[src/rtl/loader_write_scheduler_pkg.sv]
// Shared constants for the game-loader SDRAM write path.
package loader_write_scheduler_pkg;

  localparam int unsigned LOADER_ADDR_W = 22;
  localparam int unsigned LOADER_DATA_W = 8;

  // nes_ce phase at which the SDRAM port-A slot opens
  localparam logic [1:0] NES_CE_SLOT = 2'd3;

endpackage

[src/rtl/loader_write_scheduler_fifo.sv]
// Synchronous FIFO buffering loader writes; control state is reset, storage is not.
module loader_fifo #(
  parameter int unsigned DEPTH = 8,
  parameter int unsigned WIDTH = 30
) (
  input  logic                     clk,
  input  logic                     rst_n,
  input  logic                     i_clear,
  input  logic                     i_push,
  input  logic                     i_pop,
  input  logic [WIDTH-1:0]         i_wdata,
  output logic [WIDTH-1:0]         o_rdata,
  output logic [$clog2(DEPTH):0]   o_level,
  output logic                     o_full,
  output logic                     o_empty
);

  localparam int unsigned PTR_W = $clog2(DEPTH);
  localparam int unsigned LVL_W = PTR_W + 1;

  logic [WIDTH-1:0] r_mem [DEPTH];
  logic [PTR_W-1:0] r_wr_ptr;
  logic [PTR_W-1:0] r_rd_ptr;
  logic [LVL_W-1:0] r_level;
  logic             w_do_push;
  logic             w_do_pop;

  assign o_full    = (r_level == LVL_W'(DEPTH));
  assign o_empty   = (r_level == '0);
  assign o_level   = r_level;
  assign o_rdata   = r_mem[r_rd_ptr];
  // a pop in the same cycle frees a slot, so a full FIFO can still accept
  assign w_do_pop  = i_pop & ~o_empty & ~i_clear;
  assign w_do_push = i_push & (~o_full | w_do_pop) & ~i_clear;

  // Storage write at the tail; contents need no reset
  always_ff @(posedge clk) begin
    if (w_do_push) r_mem[r_wr_ptr] <= i_wdata;
  end

  // Pointer and occupancy tracking; pointers wrap naturally (power-of-two depth)
  always_ff @(posedge clk or negedge rst_n) begin
    if (!rst_n) begin
      r_wr_ptr <= '0;
      r_rd_ptr <= '0;
      r_level  <= '0;
    end else if (i_clear) begin
      r_wr_ptr <= '0;
      r_rd_ptr <= '0;
      r_level  <= '0;
    end else begin
      if (w_do_push) r_wr_ptr <= r_wr_ptr + 1'b1;
      if (w_do_pop)  r_rd_ptr <= r_rd_ptr + 1'b1;
      if (w_do_push && !w_do_pop)      r_level <= r_level + 1'b1;
      else if (w_do_pop && !w_do_push) r_level <= r_level - 1'b1;
    end
  end

endmodule

[src/rtl/loader_write_scheduler.sv]
// Queues game-loader writes and issues one per NES SDRAM slot, each held a full nes_ce period.
module loader_write_scheduler
  import loader_write_scheduler_pkg::*;
#(
  parameter int unsigned DEPTH  = 8,
  parameter int unsigned ADDR_W = LOADER_ADDR_W,
  parameter int unsigned DATA_W = LOADER_DATA_W
) (
  input  logic                   clk,
  input  logic                   reset_n,
  input  logic [1:0]             nes_ce,
  input  logic                   clear,
  input  logic                   load_done,
  input  logic                   in_write,
  input  logic [ADDR_W-1:0]      in_addr,
  input  logic [DATA_W-1:0]      in_data,
  output logic                   mem_we,
  output logic [ADDR_W-1:0]      mem_addr,
  output logic [DATA_W-1:0]      mem_din,
  output logic [$clog2(DEPTH):0] level,
  output logic                   overflow,
  output logic                   busy
);

  localparam int unsigned ENT_W = ADDR_W + DATA_W;

  logic                   r_mem_we;
  logic [ADDR_W-1:0]      r_mem_addr;
  logic [DATA_W-1:0]      r_mem_din;
  logic                   r_overflow;
  logic                   w_slot;
  logic                   w_push_req;
  logic                   w_pop;
  logic                   w_drop;
  logic                   w_full;
  logic                   w_empty;
  logic [ENT_W-1:0]       w_head;
  logic [$clog2(DEPTH):0] w_level;

  assign w_slot     = (nes_ce == NES_CE_SLOT);
  assign w_push_req = in_write & ~load_done & ~clear;
  // pop decision uses pre-edge state, so a push into an empty FIFO waits for the next slot
  assign w_pop      = w_slot & ~w_empty & ~clear;
  assign w_drop     = w_push_req & w_full & ~w_pop;

  loader_fifo #(
    .DEPTH (DEPTH),
    .WIDTH (ENT_W)
  ) u_fifo (
    .clk     (clk),
    .rst_n   (reset_n),
    .i_clear (clear),
    .i_push  (w_push_req),
    .i_pop   (w_pop),
    .i_wdata ({in_addr, in_data}),
    .o_rdata (w_head),
    .o_level (w_level),
    .o_full  (w_full),
    .o_empty (w_empty)
  );

  // Port-A write registers change only at slot edges; overflow is sticky
  always_ff @(posedge clk or negedge reset_n) begin
    if (!reset_n) begin
      r_mem_we   <= 1'b0;
      r_mem_addr <= '0;
      r_mem_din  <= '0;
      r_overflow <= 1'b0;
    end else if (clear) begin
      r_mem_we   <= 1'b0;
      r_overflow <= 1'b0;
    end else begin
      if (w_drop) r_overflow <= 1'b1;
      if (w_slot) begin
        r_mem_we <= ~w_empty;
        if (!w_empty) {r_mem_addr, r_mem_din} <= w_head;
      end
    end
  end

  assign mem_we   = r_mem_we;
  assign mem_addr = r_mem_addr;
  assign mem_din  = r_mem_din;
  assign level    = w_level;
  assign overflow = r_overflow;
  assign busy     = (w_level != '0) | r_mem_we;

endmodule
[config.mk]
export PLATFORM = sky130hd
export DESIGN_NAME = loader_write_scheduler
export DESIGN_NICKNAME = d
export VERILOG_FILES = /design/src/rtl/loader_write_scheduler_pkg.sv /design/src/rtl/loader_write_scheduler_fifo.sv /design/src/rtl/loader_write_scheduler.sv
export SDC_FILE = /design/constraint.sdc
export NUM_CORES = 1
export LEC_CHECK = 0
export ABC_CLOCK_PERIOD_IN_PS = 4200
export BUFFER_PORTS_ARGS = -buffer_cell sky130_fd_sc_hd__buf_2
export CORE_UTILIZATION = 56
export CTS_BUF_LIST = sky130_fd_sc_hd__clkbuf_8
export DETAILED_ROUTE_END_ITERATION = 10
export PLACE_DENSITY = 0.74
export SLEW_MARGIN = 20
export SYNTH_ARGS = -nofsm -noshare
export SYNTH_HDL_FRONTEND = slang
export SYNTH_SLANG_ARGS = --single-unit
export TNS_END_PERCENT = 30
[constraint.sdc]
create_clock -name clk -period 4.2 [get_ports clk]
set_input_delay 0.63 -clock clk [delete_from_list [all_inputs] [get_ports clk]]
set_output_delay 0.63 -clock clk [all_outputs]
set_load 0.01 [all_outputs]
Word-level counts from Yosys, hierarchy flattened. Memories as Yosys holds them, arrays and structs flattened. A register that Yosys moved wholly into a read port is not among the register bits. Cells that the tools add are included.

Output and inout port bits: 37. Bits of input ports: 37. Memories: 1. Word-level logic and storage cells: 55. Memory bits (writable): 240. Register bits: 12.

Memory list: u_fifo.r_mem (words 8, bits a word 30, read ports 1, clocked after Yosys merged registers in 1, wr ports 1, RTL line loader_write_scheduler_fifo.sv:21) `logic [WIDTH-1:0] r_mem [DEPTH];`.

Equal/unequal tests: 2. Bitwise operators: 17. Add/sub/neg operators: 4. Reduce and logical (&&, ||, !) cells: 13. Mux-type cells: 13.

Operators by type and width (number): 2-to-1 mux 3 bit (4); 2-to-1 mux 4 bit (3); bitwise AND 1 bit (10); nonzero test 2 bit (4); adder 3 x 1 -> 3 bit, second input constant (2); 2-to-1 mux 1 bit (6); NOT 1 bit (5); adder 4 x 1 -> 4 bit, second input constant (1); == test 4 bit, second input constant (1); zero test 4 bit (1); nonzero test 4 bit (1); subtractor 4 x 1 -> 4 bit, second input constant (1); zero test 1 bit (3); AND reduction 3 bit (1); nonzero test 3 bit (1); == test 2 bit, second input constant (1); logical AND 1 bit (2); bitwise OR 1 bit (2).

Logic depth before layout (Yosys ltp). Gate-level depths: netlist (run 1).

Depth after elaboration: 14. Depth in mapped cells: 9. Depth with buffers taken out: 8.

By module. A second synthesis (run 1) with hierarchy kept.

Cells, all modules: 499. Area, all modules: 11088.1 µm².

Modules (own cells, without submodules): loader_fifo (area each 9709.3 µm², instances 1, cells each 424, seq. area each 7457.2 µm²); loader_write_scheduler (area each 1378.8 µm², instances 1, cells each 75, seq. area each 800.8 µm²).

Worst setup path after synthesis (run 1). No wires, ideal clock.

Path kind: in2reg. Start: in in_write. End: mem u_fifo.r_mem[0][0] (enable). Slack: 217 ps. Data arrival time: 3528 ps. Required time: 3745 ps. Stages: 4. Path buffers: 0. Library setup time: 455 ps. Cell sequence: nor2b_1 nand2b_1 or3_1 nor3_1.

Longest elaborated chain between the ends: 6.

RTL lines: start, declared (RTL line loader_write_scheduler.sv:14) `input logic in_write,`; bitwise AND 1 bit (2 in a row) (RTL line loader_write_scheduler.sv:41) `assign w_push_req = in_write & ~load_done & ~clear;`; bitwise AND 1 bit (2 in a row) (RTL line loader_write_scheduler_fifo.sv:34) `assign w_do_push = i_push & (~o_full | w_do_pop) & ~i_clear;`; 2-to-1 mux 1 bit (RTL line loader_write_scheduler_fifo.sv:38) `if (w_do_push) r_mem[r_wr_ptr] <= i_wdata;`; 2-to-1 mux 1 bit (not written as such) (RTL line loader_write_scheduler_fifo.sv:38); end, declared (RTL line loader_write_scheduler_fifo.sv:21).

Every way passes these cells.

Worst setup path after layout (run 1).
Start: reg u_fifo.r_level[1], in the netlist u_fifo.o_level[1]. End: reg u_fifo.r_level[3], in the netlist u_fifo.o_level[3].

Longest elaborated chain between the ends: 12. Elaborated cells between the ends (all ways): 21. Classes of those cells: 2 x add/sub; 1 x eq/ne; 3 x mux; 9 x bitwise; 6 x reduce/logical.

RTL lines: start, declared (RTL line loader_write_scheduler_fifo.sv:24) `logic [LVL_W-1:0] r_level;`; start signal, assigned (RTL line loader_write_scheduler_fifo.sv:54) `if (w_do_push && !w_do_pop) r_level <= r_level + 1'b1;`; start signal, assigned (RTL line loader_write_scheduler_fifo.sv:55) `else if (w_do_pop && !w_do_push) r_level <= r_level - 1'b1;`; zero test 4 bit (RTL line loader_write_scheduler_fifo.sv:29) `assign o_empty = (r_level == '0);`; NOT 1 bit (no source line); bitwise AND 1 bit (2 in a row) (RTL line loader_write_scheduler.sv:43) `assign w_pop = w_slot & ~w_empty & ~clear;`; bitwise AND 1 bit (2 in a row) (RTL line loader_write_scheduler_fifo.sv:33) `assign w_do_pop = i_pop & ~o_empty & ~i_clear;`; bitwise OR 1 bit (RTL line loader_write_scheduler_fifo.sv:34); bitwise AND 1 bit (2 in a row) (RTL line loader_write_scheduler_fifo.sv:34); logical AND 1 bit / zero test 1 bit (equally long branches) (RTL line loader_write_scheduler_fifo.sv:54, loader_write_scheduler_fifo.sv:55); 2-to-1 mux 4 bit / logical AND 1 bit (equally long branches) (RTL line loader_write_scheduler_fifo.sv:54, loader_write_scheduler_fifo.sv:55); 2-to-1 mux 4 bit / nonzero test 3 bit (equally long branches).

Several ways; a longest one is shown, not always the timed one. The select of a mux whose other input is x is not followed. A chain may end at the register's enable or synchronous reset.

==> results of run 1 <==
[cells in the mapped netlist, types with 2 or more instances]
cell	n
a31oi_1	2
nand2_1	7
dfrtp_1	42
buf_1	2
mux2i_1	33
nor3_2	2
ha_1	4
buf_4	6
buf_2	4
nor3_1	2
a21oi_1	33
clkbuf_1	15
inv_1	2
xnor2_1	5
edfxtp_1	240
or3_1	2
mux4_2	60
nor2_1	48
nand2b_1	5
[final cells by class]
class / instances / area, µm²
Sequential cell: 282 / 8260
Timing Repair Buffer: 85 / 455
Clock inverter: 34 / 143
Clock buffer: 44 / 606
Tap cell: 260 / 325
Fill cell: 1235 / 6540
Inverter: 3 / 11.3
Multi-Input combinational cell: 221 / 2480
[per-stage QoR]
step                cells  instance area [µm²]  total power [mW]  setup WS, ns   util
finish                929                12300              6.14          1.51  0.652
global route          929                12300              6.41          1.38  0.652
CTS                   929                12300              6.20          1.52  0.652
detailed placement    851                11500              4.24          1.16  0.613
global placement      851                11500              4.21          1.21  0.613
floorplan             533                10800              3.92         0.217      -
[state kept, by name, summed over array words and instances, names as in the netlist]
register / flops
mem_addr: 22
mem_din: 8
mem_we: 1
overflow: 1
u_fifo.o_level: 4
u_fifo.r_mem: 240
u_fifo.r_rd_ptr: 3
u_fifo.r_wr_ptr: 3
[worst max-delay path, stage by stage, from the launching register on]
cell	delay, ns
dfrtp_1	0.47
or4b_4	0.59
o311ai_1	0.18
ha_1	0.33
a21o_1	0.18
a21oi_1	0.32
mux2i_1	0.29
nand2b_1	0.09
a31oi_1	0.16
[logic make-up (layout without fill, tap and decap cells)]
| kind of cell | Yosys count | after routing | synth area share |
|---|---|---|---|
| DFF | 282 | 282 | 0.763 |
| AOI/OAI and AO/OA | 44 | 44 | 0.0249 |
| buffers and inverters | 30 | 166 | 0.0130 |
| adders and majority gates | 5 | 5 | 0.00648 |
| xor gates and xnor gates | 6 | 6 | 0.00486 |
| and+or+nand+nor | 73 | 73 | 0.0322 |
| muxes | 93 | 93 | 0.155 |
[path summary, 6_finish.rpt]
path | endpoint | slack [ns] | cells past startpoint
max in group asynchronous | u_fifo.r_rd_ptr[0]$_DFFE_PN0P_ | 3.52 | 2
max | u_fifo.o_level[3]$_DFFE_PN0P_ | 1.51 | 8
max reg2reg | u_fifo.o_level[3]$_DFFE_PN0P_ | 1.51 | 8
min | overflow$_DFFE_PN0P_ | 0.20 | 2
min in group clk | u_fifo.r_mem[6][24]$_DFFE_PP_ | 0.36 | 1
min reg2reg | overflow$_DFFE_PN0P_ | 0.50 | 2
[metal layers]
layer  GRT usage  up-vias  wire, µm
li1            -     2345         -
met1       0.284     2675      8470
met2       0.347      161      9670
met3      0.0431       28       899
met4      0.0658        0       342
met5           0        -         0
[power groups by stage]
stage | clock, mW | combinational (mW) | sequential (mW)
floorplan | 0 | 0.481 | 3.44
global placement | 0 | 0.807 | 3.40
detailed placement | 0 | 0.830 | 3.41
CTS | 2.01 | 0.832 | 3.36
global route | 2.12 | 0.907 | 3.38
finish | 1.96 | 0.820 | 3.36
==> key figures, run 1 <==
Floorplanning
  – Starting density of the core: 0.575
  – Core area: roughly 19000 µm²
  – Cell Rows: 50
  – Die area: about 20000 µm²
  – Die height: 141 µm
  – IO Pins: 74
  – Die width: 141 µm

Yosys
  – Post-Synthesis Cells: ~530
  – Yosys reg bits: between 200 and 300
  – Post-synth EDFFs: 240
  – Syn avg cell area: 20.3 µm²
  – Ys flop type: edfxtp_1
  – Post-synth ARST share: 0.149
  – Top area cells in the synthesized netlist: edfxtp_1 (67%), mux4_2 (12%), dfrtp_1 (9.7%)
  – Share of the synthesized area in the top cell type: 0.666
  – Area leader, netlist: edfxtp_1
  – Yosys cell types: 38
  – Post-Syn Nets: approximately 580
  – Post-Syn Area: ~11000 µm²
  – Syn. warnings: 0
  – Sequential area share after synthesis: 0.763

Power and ir drop
  – Pwr Density: 500 nW/µm²
  – Combinational fraction of design power: 0.134
  – Sw Ratio: 0.252
  – Power Internal: between 4 and 5 mW
  – VDD IR max: between 200 and 300 µV
  – Clock power share: 0.320
  – Sequential power share: 0.547
  – Leakage Power: a little over 4 nW
  – Net load switching power: around 1.5 mW

Global route
  – Vias in the first global route: about 5600
  – Global route overflow: 0
  – Initial antenna violation count: 0
  – First-pass GRT wire length: approximately 31 mm
  – Total track usage: 0.210
  – Largest net degree at the start of global routing: 43

Worst setup path
  – Crit Path Max Fanout: 7
  – CP arrival: ~3.2 ns
  – Required @ worst endpoint: 4.67 ns
  – Crit path capture type: register
  – Critical path type: reg2reg
  – FF-to-FF Start: u_fifo.o_level[1]$_DFFE_PN0P_
  – CP startpoint kind: register
  – Worst Setup SP: u_fifo.o_level[1]$_DFFE_PN0P_

Timing
  – Final Cycle Share: 0.641
  – Minimum clock period: between 2 and 3 ns
  – RSZ-0062 raised after global routing: false
  – Fmax: roughly 370 MHz
  – Setup TNS: 0 ns
  – Actual slew at the worst max-slew pin: approximately 1.1 ns
  – Slew headroom: 0.274
  – Fin. Hold Viols: 0
  – Clock skew: ~0.029 ns
  – Hold Slack: 0.198 ns
  – Pins Over Slew Limit: 0
  – Setup violators final: 0

Cells and area
  – Commonest non-fill, non-tap cell in the layout: edfxtp_1
  – Commonest non-fill, non-tap cells in the layout: edfxtp_1 (240), buf_2 (73), mux4_2 (60)
  – Area delta synth->final: 13.6%
  – Share of post-route cells with drive strength above 1: 0.324
  – # nets final: 678
  – N_diodes: 0

Route
  – Total routed wirelength: between 15 and 20 mm
  – Post-route antenna net violation count: 0
  – Vias/cell: 5.61
  – Avg WL per Cell: 20.9 µm
  – Iter 0 DRT Violations: 300
  – TritonRoute pass-1 iters: 4
  – DRC errors left: 0
  – Via count: between 5000 and 6000

Clocking
  – Worst-Skew Late Latency: 0.54 ns
  – Clk root buf: clkbuf_8
  – Clk sink count: around 280
  – TritonCTS clock tree: built
  – Post-CTS Hold Fix Bufs: 0
  – Gates resized, CTS repair: 0
  – Clock transition at the registers of the reported paths: 0.07 ns
  – CTS HTree Levels: 2
  – CTS max path bufs: 3
  – Post-CTS setup buffers: 0
  – Inserted Clock Buffers: 43

Min path
  – Worst hold-check path type: in2async

Placed design
  – Post-DP HPWL: around 12 mm
  – PortBufs: 73
  – Final Wtd Congestion: between 0.7 and 0.8

Flow run
  – Max-cap violations: 0

Status
  – Outcome: completed
Power figures use the tool's default switching activity.
==> run 2: changes to the inputs <==
--- a/config.mk
+++ b/config.mk
@@ -5,12 +5,13 @@
 export SDC_FILE = /design/constraint.sdc
 export NUM_CORES = 1
 export LEC_CHECK = 0
-export ABC_CLOCK_PERIOD_IN_PS = 4200
+export ABC_AREA = 1
+export ABC_CLOCK_PERIOD_IN_PS = 2360
 export BUFFER_PORTS_ARGS = -buffer_cell sky130_fd_sc_hd__buf_2
 export CORE_UTILIZATION = 56
 export CTS_BUF_LIST = sky130_fd_sc_hd__clkbuf_8
 export DETAILED_ROUTE_END_ITERATION = 10
-export PLACE_DENSITY = 0.74
+export PLACE_DENSITY = 0.77
 export SLEW_MARGIN = 20
 export SYNTH_ARGS = -nofsm -noshare
 export SYNTH_HDL_FRONTEND = slang
==> constraint.sdc (replaced) <==
create_clock -name clk -period 2.36 [get_ports clk]
set_input_delay 0.354 -clock clk [delete_from_list [all_inputs] [get_ports clk]]
set_output_delay 0.354 -clock clk [all_outputs]
set_load 0.01 [all_outputs]
==> key figures, run 2 <==
Cells and area
  – Share of post-route cells with drive strength above 1: 0.176
  – Sequential cell area: ~8300 µm²
  – Max reg flops: 240
  – Area delta synth->final: 15.7%
  – Multi-input gate area: between 2000 and 2500 µm²
  – Commonest non-fill, non-tap cell in the layout: edfxtp_1
  – Commonest non-fill, non-tap cells in the layout: edfxtp_1 (240), nor2_1 (121), o21ai_0 (101)
  – # nets final: 1011
  – Reg with most FFs: u_fifo.r_mem
  – Filler cells: between 1000 and 1500

Route
  – Avg WL per Cell: 18.0 µm
  – Iter 0 DRT Violations: 609
  – Vias/cell: about 5.5
  – Post-route antenna net violation count: 0
  – Total routed wirelength: roughly 23 mm
  – DRC errors left: 0
  – TritonRoute pass-1 iters: 5
  – Via count: about 7000

Floorplanning
  – Starting density of the core: 0.570
  – Die area: roughly 20000 µm²
  – Core area: about 19000 µm²
  – Die height: 143 µm
  – Die width: approximately 140 µm
  – IO Pins: 74
  – Cell Rows: 51

Global route
  – Total track usage: 0.234
  – Global route overflow: 0
  – Initial antenna violation count: 1
  – Largest net degree at the start of global routing: approximately 150
  – Vias in the first global route: ~6900
  – First-pass GRT wire length: roughly 36 mm

Flow run
  – Max-cap violations: 0

Worst setup path
  – Most common cell on crit path: nor2_1
  – Critical path type: reg2reg
  – Required @ worst endpoint: approximately 2.6 ns
  – Crit path capture type: register
  – Critical path's slowest cell: dfrtp_1
  – CP startpoint kind: register
  – Worst path top cell family by delay: simple AND/OR/NAND/NOR gates
  – Crit Path Max Fanout: 13
  – Buf/Inv on CP: 2
  – Cell chain of the critical path: inv_1 -> nor2_1 -> nand2_1 -> nor2_1 -> nor2_1 -> nand2_1 -> nor2_4 -> buf_4
  – Worst path max stage delay: between 0.4 and 0.5 ns
  – CP arrival: about 2.3 ns

Timing
  – RSZ-0062 raised after global routing: false
  – Clock skew: between 0.009 and 0.01 ns
  – Hold Slack: roughly 0.076 ns
  – Fin. Hold Viols: 0
  – Final Cycle Share: 0.878
  – Setup TNS: 0 ns
  – Worst setup margin: between 0.2 and 0.3 ns
  – Pins Over Slew Limit: 0
  – Minimum clock period: around 2.1 ns
  – Slew headroom: 0.487
  – Fmax: between 400 and 500 MHz
  – Setup violators final: 0
  – Actual slew at the worst max-slew pin: around 0.77 ns

Clocking
  – Worst-Skew Late Latency: ~0.55 ns
  – TritonCTS clock tree: built
  – CTS max path bufs: 3
  – Clk sink count: about 280
  – Clock transition at the registers of the reported paths: 0.06 ns
  – Clk root buf: clkbuf_8
  – CTS HTree Levels: 2
  – Inserted Clock Buffers: between 40 and 50

Power and ir drop
  – Pwr Density: ~900 nW/µm²
  – VDD IR max: around 500 µV
  – Leakage Power: 4.74 nW

Yosys
  – Post-Syn Area: about 11000 µm²
  – Area leader, netlist: edfxtp_1
  – Post-Synthesis Cells: around 900
  – Post-Syn Nets: just over 900
  – Ys flop type: edfxtp_1
  – Most frequent cells after synthesis: edfxtp_1 (240), nor2_1 (129), o21ai_0 (101)
  – Top area cells in the synthesized netlist: edfxtp_1 (65%), dfrtp_1 (9.5%), o21ai_0 (4.6%)
  – Syn avg cell area: between 10 and 15 µm²
  – Most frequent cell after synthesis: edfxtp_1
  – Post-synth EDFFs: 240
  – Share of the synthesized area in the top cell type: 0.650
  – Sequential area share after synthesis: 0.744
  – Syn. warnings: 0
  – Yosys cell types: 25
  – Yosys reg bits: roughly 280
  – Post-synth ARST share: 0.149

Placed design
  – Post-DP HPWL: roughly 13 mm
  – Final Wtd Congestion: about 0.73
  – PortBufs: 73
  – Pre-CTS WS: around 0.24 ns

Status
  – Outcome: completed

Min path
  – Worst hold-check path type: in2reg
## run 2: changes by cell type after synthesis, moves of 35 or more
cell | before | now
mux4_2 | 60 | 0
nand3_1 | 0 | 35
o211ai_1 | 1 | 60
o21ai_0 | 0 | 101
nor2_1 | 48 | 129
inv_1 | 2 | 39
nand2_1 | 7 | 97
## run 2: per-stage QoR
| step | total power, mW | cells | util | area, µm² |
|---|---|---|---|---|
| floorplan | 7.21 | 875 | - | 11100 |
| global placement | 7.86 | 1187 | 0.616 | 12000 |
| detailed placement | 7.92 | 1187 | 0.616 | 12000 |
| CTS | 11.7 | 1269 | 0.659 | 12800 |
| global route | 12.2 | 1270 | 0.659 | 12800 |
| finish | 11.6 | 1270 | 0.659 | 12800 |
## run 2: cells by family (layout without fill, tap and decap cells)
kind of cell,count (synthesis),in the layout,share of synthesized area
flip-flops,282,282,0.744
AND/OR/NAND/NOR,272,272,0.0984
AO/OA/AOI/OAI,220,220,0.113
buffers and inverters,95,224,0.0369
adder cells (fa/ha/maj),5,5,0.00632
XOR/XNOR,1,1,0.000789
other,0,1,0
## run 2: final cells by class
cell class	count	share of cell area
Sequential cell	282	0.644
Multi-Input combinational cell	498	0.194
Timing Repair Buffer	99	0.0585
Clock buffer	49	0.0525
Tap cell	265	0.0258
Inverter	44	0.0130
Clock inverter	32	0.0123
Antenna cell	1	0.000195
## run 2: what timing repair did
item / in CTS / in global routing
endpoints found under the hold margin: 28 / 0
resized for setup: 0 / 0
hold buffers: 1 / 0
buffers inserted: 0 / 0
## run 2: power by group
part | internal [mW] | leakage (nW) | switching (mW)
combinational | 0.694 | 1.54 | 1.18
clock | 2.01 | 0.511 | 1.79
sequential | 5.76 | 2.69 | 0.190
total | 8.46 | 4.74 | 3.16
## run 2: final timing paths
check                      cells after the start  slack, ns                       endpoint                          start
min in group asynchronous                      2       0.43  u_fifo.o_level[0]$_DFFE_PN0P_                        reset_n
max reg2reg                                    8       0.29  u_fifo.r_mem[4][25]$_DFFE_PP_  u_fifo.o_level[3]$_DFFE_PN0P_
min                                            1       0.08  u_fifo.r_mem[6][11]$_DFFE_PP_                     in_addr[3]
min reg2reg                                    2       0.47         mem_din[6]$_DFFE_PN0P_         mem_din[6]$_DFFE_PN0P_
max                                            8       0.29  u_fifo.r_mem[4][25]$_DFFE_PP_  u_fifo.o_level[3]$_DFFE_PN0P_
max in group asynchronous                      3       1.23         mem_din[6]$_DFFE_PN0P_                        reset_n
## run 2: layer usage
layer | wire length, µm | track usage | up-vias
li1 | - | - | 3328
met1 | 9940 | 0.324 | 3421
met2 | 11100 | 0.377 | 264
met3 | 1400 | 0.0416 | 32
met4 | 416 | 0.0826 | 0
met5 | 0 | 0 | -
==> run 3: changes to the inputs <==
--- a/config.mk
+++ b/config.mk
@@ -5,7 +5,7 @@
 export SDC_FILE = /design/constraint.sdc
 export NUM_CORES = 1
 export LEC_CHECK = 0
-export ABC_AREA = 1
+export ABC_AREA = 0
 export ABC_CLOCK_PERIOD_IN_PS = 2360
 export BUFFER_PORTS_ARGS = -buffer_cell sky130_fd_sc_hd__buf_2
 export CORE_UTILIZATION = 56
==> key figures, run 3 (synthesis gave the netlist of run 1 again) <==
Worst setup path
  – Worst Setup SP: u_fifo.o_level[1]$_DFFE_PN0P_
  – FF-to-FF Start: u_fifo.o_level[1]$_DFFE_PN0P_
  – Critical path type: reg2reg
  – CP startpoint kind: register
  – Crit path capture type: register
  – R2R cell count: 8
  – CP arrival: approximately 2.8 ns
  – Crit Path Max Fanout: 4
  – Required @ worst endpoint: 2.81 ns

Route
  – DRC errors left: 0
  – Via count: approximately 5400
  – Iter 0 DRT Violations: 325
  – TritonRoute pass-1 iters: 4
  – Vias/cell: ~5.6
  – Avg WL per Cell: 20.7 µm
  – Post-route antenna net violation count: 0
  – Total routed wirelength: ~20 mm

Global route
  – First-pass GRT wire length: between 30 and 40 mm
  – Largest net degree at the start of global routing: 43
  – Total track usage: 0.208
  – Vias in the first global route: approximately 5700
  – Initial antenna violation count: 1
  – Global route overflow: 0

Placed design
  – Post-DP HPWL: 11.8 mm
  – Final Wtd Congestion: 0.793
  – Placed Area: around 12000 µm²
  – PortBufs: 73

Min path
  – Worst hold-check path type: in2reg
  – Hold path start: clear
  – Hold-critical path depth: 2

Clocking
  – Clk sink count: ~280
  – Clk root buf: clkbuf_8
  – CTS HTree Levels: 2
  – TritonCTS clock tree: built
  – Worst-Skew Late Latency: approximately 0.54 ns
  – Post-CTS setup buffers: 0
  – CTS max path bufs: 3
  – Clock transition at the registers of the reported paths: roughly 0.060 ns
  – Inserted Clock Buffers: between 40 and 50

Cells and area
  – Commonest non-fill, non-tap cell in the layout: edfxtp_1
  – N_diodes: 0
  – Reg with most FFs: u_fifo.r_mem
  – Cell area after layout: about 13000 µm²
  – # nets final: between 700 and 800
  – Max reg flops: between 200 and 250
  – Post-layout util: 0.682
  – Area delta synth->final: 18.6%
  – Commonest non-fill, non-tap cells in the layout: edfxtp_1 (240), buf_2 (73), mux4_2 (60)
  – Share of post-route cells with drive strength above 1: 0.373

Flow run
  – Max-cap violations: 0

Floorplanning
  – Starting density of the core: 0.575
  – Core area: ~19000 µm²
  – Cell Rows: 50
  – IO Pins: 74
  – Die height: ~140 µm
  – Die area: 19900 µm²
  – Die width: 141 µm

Timing
  – Fin. Hold Viols: 0
  – Final Cycle Share: 1.01
  – Hold Slack: 0.0747 ns
  – Fmax: ~420 MHz
  – Slew headroom: 0.332
  – Minimum clock period: between 2 and 2.5 ns
  – Worst setup margin: -0.0256 ns
  – RSZ-0062 raised after global routing: true
  – Actual slew at the worst max-slew pin: about 1.0 ns
  – Pins Over Slew Limit: 0
  – Setup violators final: 1
  – Clock skew: 0.0177 ns

Power and ir drop
  – VDD IR max: approximately 680 µV
  – Leakage Power: ~4.3 nW
  – Total power: around 11 mW
  – Sequential power share: 0.518
  – Power Internal: approximately 8.6 mW
  – Clock power share: 0.336
  – Net load switching power: 2.82 mW
  – Sw Ratio: 0.247
  – Combinational fraction of design power: 0.147
  – Pwr Density: 889 nW/µm²

Status
  – Failing checks: setup timing
  – Outcome: finished, violations left
## run 3: cell types whose count changed in the layout (fill, tap and decap cells not counted), moves of 5 or more
cell      before  now
nand2_1       97    6
buf_4         10   27
nand2b_1       0    5
inv_1         63   23
o211ai_1      60    1
mux4_2         0   60
xnor2_1        0    5
nor2_1       121   41
nor2_2         9    0
mux2i_1        0   32
nand3_1       35    0
o21ai_0      101    0
o21ai_1       24    1
## run 3: layout make-up
class / instances / area [µm²]
inverters: 3 / 11.3
flip-flops and latches: 282 / 8270
clock inverters: 32 / 158
clock buffers: 50 / 688
repair buffers: 114 / 846
fillers: 1195 / 6000
well taps: 260 / 325
multi-input cells: 222 / 2540
## run 3: metrics by stage
step,TNS [ns],cells,setup WS (ns)
2_1_floorplan,-44.66,533,-0.358
4_1_cts,-0.0283,961,-0.00879
3_5_place_dp,-0.184,878,-0.0988
6_report,-0.0256,963,-0.0256
5_1_grt,-0.341,963,-0.113
3_3_place_gp,0,878,0.0435
## run 3: metal layers
layer / share of wire / vias to the layer above / track usage
met5: 0.00060 / - / 0
met4: 0.021 / 2 / 0.0881
met3: 0.058 / 37 / 0.0394
met2: 0.51 / 180 / 0.344
met1: 0.41 / 2755 / 0.276
li1: - / 2416 / -
## run 3: final timing paths
| kind | to | slack, ns |
|---|---|---|
| max | u_fifo.o_level[3]$_DFFE_PN0P_ | -0.03 |
| min | u_fifo.r_rd_ptr[2]$_DFFE_PN0P_ | 0.07 |
| max reg2reg | u_fifo.o_level[3]$_DFFE_PN0P_ | -0.03 |
| min reg2reg | overflow$_DFFE_PN0P_ | 0.51 |
| max in group asynchronous | u_fifo.r_rd_ptr[2]$_DFFE_PN0P_ | 1.47 |
| min in group asynchronous | mem_addr[18]$_DFFE_PN0P_ | 0.29 |
## run 3: power by group through the flow
stage	logic, mW	registers, mW	clock network (mW)
CTS	1.69	5.92	3.93
detailed placement	1.67	6.02	0
finish	1.67	5.91	3.83
floorplan	0.860	6.13	0
global route	1.84	5.95	4.13
global placement	1.63	6.00	0
## run 3: critical path, stage by stage (launching register included)
cell,delay (ns)
dfrtp_2,0.41
or4b_4,0.56
o311ai_1,0.13
ha_1,0.30
a21o_1,0.21
a21oi_4,0.19
mux2i_2,0.26
nand2b_1,0.08
a31oi_1,0.15
## run 3: timing repair
| action | in CTS | in global routing |
|---|---|---|
| endpoints found under the hold margin | 14 | 0 |
| hold buffers | 1 | 0 |
| cloned | 0 | 1 |
| gates resized for setup | 2 | 5 |
| endpoints found under the setup margin | 31 | 61 |
| pin swaps | 2 | 2 |
